--- src/rtl/regfile_2r1w.sv ---
// Integer register file, 2 read / 1 write ports, x0 reads as zero, write-to-read bypass, busy scoreboard.
// Latency: write lands 1 edge later; reads are 0 cycles (RD_REG=0) or 1 cycle after an re=1 edge (RD_REG=1).
// Backpressure: none; every write and allocation is accepted in the cycle it is presented.
module regfile_2r1w #(
   parameter int XLEN   = 32,
   parameter int ADDR_W = 5,
   parameter int RD_REG = 0
) (
   input  logic              clk,
   input  logic              reset,
   input  logic              we,
   input  logic [ADDR_W-1:0] wr_addr,
   input  logic [XLEN-1:0]   wr_data,
   input  logic              re,
   input  logic [ADDR_W-1:0] rs1_addr,
   input  logic [ADDR_W-1:0] rs2_addr,
   output logic [XLEN-1:0]   rd1,
   output logic [XLEN-1:0]   rd2,
   input  logic              alloc_en,
   input  logic [ADDR_W-1:0] alloc_addr,
   output logic              rs1_busy,
   output logic              rs2_busy
);

   localparam int NREG = 2 ** ADDR_W;

   logic [XLEN-1:0] regs_q [NREG];
   logic [NREG-1:0] busy_q;
   logic [NREG-1:0] busy_d;
   logic [XLEN-1:0] byp1;
   logic [XLEN-1:0] byp2;
   logic [XLEN-1:0] rd1_q;
   logic [XLEN-1:0] rd2_q;
   logic            wr_live;

   // A write to x0 is discarded everywhere, so qualify it once.
   assign wr_live = we && (wr_addr != '0);

   // Storage update; entry 0 is never written so it stays at its reset value of 0.
   always_ff @(posedge clk) begin
      if (reset) begin
         for (int i = 0; i < NREG; i++) begin
            regs_q[i] <= '0;
         end
      end else if (wr_live) begin
         regs_q[wr_addr] <= wr_data;
      end
   end

   // Bypassed read values: x0 forced to zero, then the in-flight write, then storage.
   always_comb begin
      byp1 = regs_q[rs1_addr];
      byp2 = regs_q[rs2_addr];
      if (we && (wr_addr == rs1_addr)) byp1 = wr_data;
      if (we && (wr_addr == rs2_addr)) byp2 = wr_data;
      if (rs1_addr == '0) byp1 = '0;
      if (rs2_addr == '0) byp2 = '0;
   end

   // Next busy vector: clear on write first, so a same-cycle allocation to the same register wins.
   always_comb begin
      busy_d = busy_q;
      if (we) busy_d[wr_addr] = 1'b0;
      if (alloc_en && (alloc_addr != '0)) busy_d[alloc_addr] = 1'b1;
      busy_d[0] = 1'b0;
   end

   // Scoreboard register.
   always_ff @(posedge clk) begin
      if (reset) begin
         busy_q <= '0;
      end else begin
         busy_q <= busy_d;
      end
   end

   // Registered read path, captured only on re; unused (and trimmed) when RD_REG=0.
   always_ff @(posedge clk) begin
      if (reset) begin
         rd1_q <= '0;
         rd2_q <= '0;
      end else if (re) begin
         rd1_q <= byp1;
         rd2_q <= byp2;
      end
   end

   assign rd1 = (RD_REG != 0) ? rd1_q : byp1;
   assign rd2 = (RD_REG != 0) ? rd2_q : byp2;

   // A result being written now is already visible through the bypass, so it is not busy.
   assign rs1_busy = busy_q[rs1_addr] & ~(we && (wr_addr == rs1_addr));
   assign rs2_busy = busy_q[rs2_addr] & ~(we && (wr_addr == rs2_addr));

endmodule

--- config.mk ---
export PLATFORM = sky130hd
export DESIGN_NAME = regfile_2r1w
export DESIGN_NICKNAME = d
export VERILOG_FILES = /design/src/rtl/regfile_2r1w.sv
export SDC_FILE = /design/constraint.sdc
export NUM_CORES = 2
export LEC_CHECK = 0
export ABC_AREA = 1
export CAP_MARGIN = 30
export CELL_PAD_IN_SITES_DETAIL_PLACEMENT = 1
export CELL_PAD_IN_SITES_GLOBAL_PLACEMENT = 1
export CORE_ASPECT_RATIO = 0.6
export CORE_MARGIN = 1.5
export CORE_UTILIZATION = 49
export DETAILED_ROUTE_END_ITERATION = 6
export DONT_BUFFER_PORTS = 1
export GPL_TIMING_DRIVEN = 1
export MAX_ROUTING_LAYER = met4
export PLACE_DENSITY_LB_ADDON = 0.08
export RECOVER_POWER = 100
export SETUP_SLACK_MARGIN = 0.05
export SLEW_MARGIN = 20
export SYNTH_ARGS = -nofsm -noshare
export SYNTH_HDL_FRONTEND = slang
export SYNTH_SLANG_ARGS = --single-unit
--- constraint.sdc ---
create_clock -name clk -period 3.1 [get_ports clk]
set_input_delay 0.62 -clock clk [delete_from_list [all_inputs] [get_ports clk]]
set_output_delay 0.62 -clock clk [all_outputs]
set_load 0.05 [all_outputs]
==> results.sh <==
export IMPL_swShare=0.2887
export IMPL_synth_xor_area_frac=0.0001478
export IMPL_regToRegStartpoint="busy_q[4]$_SDFF_PP0_"
export IMPL_finalCritPeriodShare=1.293
export IMPL_sequentialPowerShare=0.477
export IMPL_numCtsBuffers=105
export IMPL_fillers=14195
export IMPL_crit_fanout=849
export IMPL_drv_cap=23
export IMPL_synth_area_leaders="edfxtp_1, nand2_1, nor2_1"
export IMPL_violations="DRC, capacitance limit, slew limit, setup timing"
export IMPL_first_pass_iters=7
export IMPL_drt_wl_total_mm=280.6
export IMPL_hold_slack_ns=0.09260
export IMPL_num_vias=58975
export IMPL_path_common_cell="nand2_1"
export IMPL_slew_violations=1148
export IMPL_place_congestion=0.9283
export IMPL_grt_pass1_wl_mm=389.0
export IMPL_layout_commonest_cell="nand2_1"
export IMPL_p_comb_frac=0.154
export IMPL_overflow=0
export IMPL_internal_power_w=0.02503
export IMPL_synth_top_area_cell="edfxtp_1"
export IMPL_die_x_um=451.9
export IMPL_synth_cells=7460
export IMPL_p_total_w=0.03519
export IMPL_track_usage=0.4491
export IMPL_clk_pin_slew_ns=0.07
export IMPL_drt_iter0_markers=10132
export IMPL_drc=1
export IMPL_fin_nets=7423
export IMPL_dieArea_um2=123100
export IMPL_syn_cell_area_um2=59250
export IMPL_power_leakage_nw=27.77
export IMPL_avgSynthCellArea_um2=7.942
export IMPL_crit_type="in -> out"
export IMPL_synthAdderAreaFrac=0
export IMPL_synth_cell_types=28
export IMPL_crit_path_cell_trace="clkinv_16 > buf_6 > buf_12 > nand2_1 > nand2_1 > nand2_1 > nand3_1 > nand3_1 > nand3_2 > nand2_2 > a21oi_4 > clkbuf_2"
export IMPL_pwr_density_cell_nw_per_um2=525.5
export IMPL_syn2layout_area_growth_pct=13.04
export IMPL_drive_gt1_frac=0.09508
export IMPL_dp_cells=8789
export IMPL_port_buffers=0
export IMPL_cts_sinks=1055
export IMPL_power_switching_w=0.01016
export IMPL_initial_core_util=0.4956
export IMPL_chipHeight_um=272.3
export IMPL_synth_compound_area_frac=0.09087
export IMPL_slowest_delay_ns=0.48
export IMPL_cts_tree="built"
export IMPL_rsz0062_at_grt="true"
export IMPL_yosysWarnings=0
export IMPL_slew_headroom=-0.7948
export IMPL_wl_per_cell_um=31.00
export IMPL_cts_max_level=3
export IMPL_status="finished, violations left"
export IMPL_hp_start="we"
export IMPL_start_kind="primary input"
export IMPL_rows=98
export IMPL_power_frac_clock=0.369
export IMPL_synthSimpleGateAreaFrac=0.2920
export IMPL_finalSetupViolCount=106
export IMPL_peakVddDrop_mv=0.5272
export IMPL_ys_seq_area_frac=0.5295
export IMPL_synthMuxAreaShare=0
export IMPL_final_cell_mix="nand2_1, nor2_1, edfxtp_1, nand3_1, inv_1"
export IMPL_clock_latency_ns=0.74
export IMPL_cts_buffer_depth=3
export IMPL_min_path_type="in -> reg"
export IMPL_crit_path_top_delay_cell="clkinv_16"
export IMPL_worstSetupStartpoint="rs2_addr[0]"
export IMPL_pre_cts_slack_ns=-0.01169
export IMPL_antenna_found_initial=4
export IMPL_vias_per_cell=6.514
export IMPL_fmaxAchievable_ghz=0.2495
export IMPL_finalCriticalPeriod_ns=4.008
export IMPL_yosysTopAreaCellShare=0.5190
export IMPL_drtAntennaViolNets=0
export IMPL_crit_path_end_kind="primary output"
export IMPL_synth_top_family_by_area="simple AND/OR/NAND/NOR gates"
export IMPL_grt_pass1_vias=57734
export IMPL_required_ns=2.48
export IMPL_finalHoldViolations=0
export IMPL_core_area_um2=119600
export IMPL_worst_pin_slew_ns=2.692
export IMPL_grt_max_degree=847
export IMPL_fin_ws_ns=-0.9084
export IMPL_hpwl_mm=153.7
export IMPL_arrival_ns=3.39
export IMPL_final_cells=9053
export IMPL_cts_root_buf="clkbuf_16"
export IMPL_fin_skew_ns=0
export IMPL_io_pins=123
export IMPL_synth_seq_cells=1055
==> final cells by class <==
class / instances / area, um2 / share of cell area
clock inverter: 49 / 391.6 / 0.005848
tap: 1600 / 2002 / 0.02989
antenna: 7 / 17.52 / 0.0002616
timing repair inverter: 3 / 38.79 / 0.0005792
multi-input combinational: 5153 / 23470 / 0.3505
inverter: 653 / 2526 / 0.03772
timing repair buffer: 395 / 4274 / 0.06382
sequential: 1055 / 31370 / 0.4684
clock buffer: 138 / 2877 / 0.04295
==> flip-flops by register name, summed over array words and instances, names as in the netlist <==
name	count
regs_q	1024
busy_q	31
==> layer usage <==
metal | vias to the layer above | wire (um) | global-route usage
met1 | 29117 | 106200 | 0.6007
met3 | 904 | 41390 | 0.1042
met2 | 4548 | 117900 | 0.6417
met5 | - | 0 | -
met4 | 0 | 15110 | 0.2184
li1 | 24406 | - | -
==> metrics by stage <==
stage,setup TNS [ns],area [um2],utilization
CTS,0,65740,0.5499
detailed placement,-0.01169,62310,0.5212
floorplan,0,59360,-
finish,-41.40,66970,0.5602
global route,-12.04,66960,0.5601
global placement,0,62290,0.5211
==> worst paths after layout <==
check | to | slack [ns] | cells after the start
min reg2reg | busy_q[27]$_SDFF_PP0_ | 0.49 | 2
max | rd2[25] | -0.91 | 12
min | busy_q[28]$_SDFF_PP0_ | 0.09 | 3
max reg2reg | busy_q[4]$_SDFF_PP0_ | 2.35 | 2
==> synthesized netlist by cell type, drive strengths merged <==
cell	n
clkinv	3
xor2	1
dfxtp	31
o22ai	6
a21oi	226
o21ai	142
nor3	19
o221ai	1
conb	1
nand3	833
nor2	1265
nand2	2075
buf	321
o21a	3
edfxtp	1024
nand4	45
or2	32
clkbuf	309
a31oi	62
a22oi	1
o211ai	410
inv	650
==> repair_timing <==
item / in CTS / in global routing
gates cloned: 1 / 25
endpoints found under the hold margin: 41 / 0
buffers inserted: 5 / 29
setup endpoints to repair: 7 / 65
pin swaps: 2 / 67
hold buffers: 5 / 0
gates resized for setup: 4 / 253
==> logic make-up after synthesis <==
kind of cell / count (synthesis)
flops: 1055
other cells: 1
simple gates: 4269
xor+xnor: 1
buf+inv: 1283
compound gates: 851
==> worst max-delay path, delay by kind of cell <==
| family | cells | cell delay, ns |
|---|---|---|
| buffers and inverters | 4 | 1.12 |
| AND/OR/NAND/NOR | 7 | 0.62 |
| AO/OA/AOI/OAI | 1 | 0.18 |
==> power groups by stage <==
stage	combinational, W	sequential, W	clock [W]
CTS	0.00496	0.0167	0.0129
global route	0.00567	0.0168	0.0134
floorplan	0.00328	0.0169	0
finish	0.00543	0.0168	0.0130
global placement	0.00472	0.0170	0
detailed placement	0.00488	0.0170	0
(Power assumes the default switching activity.)
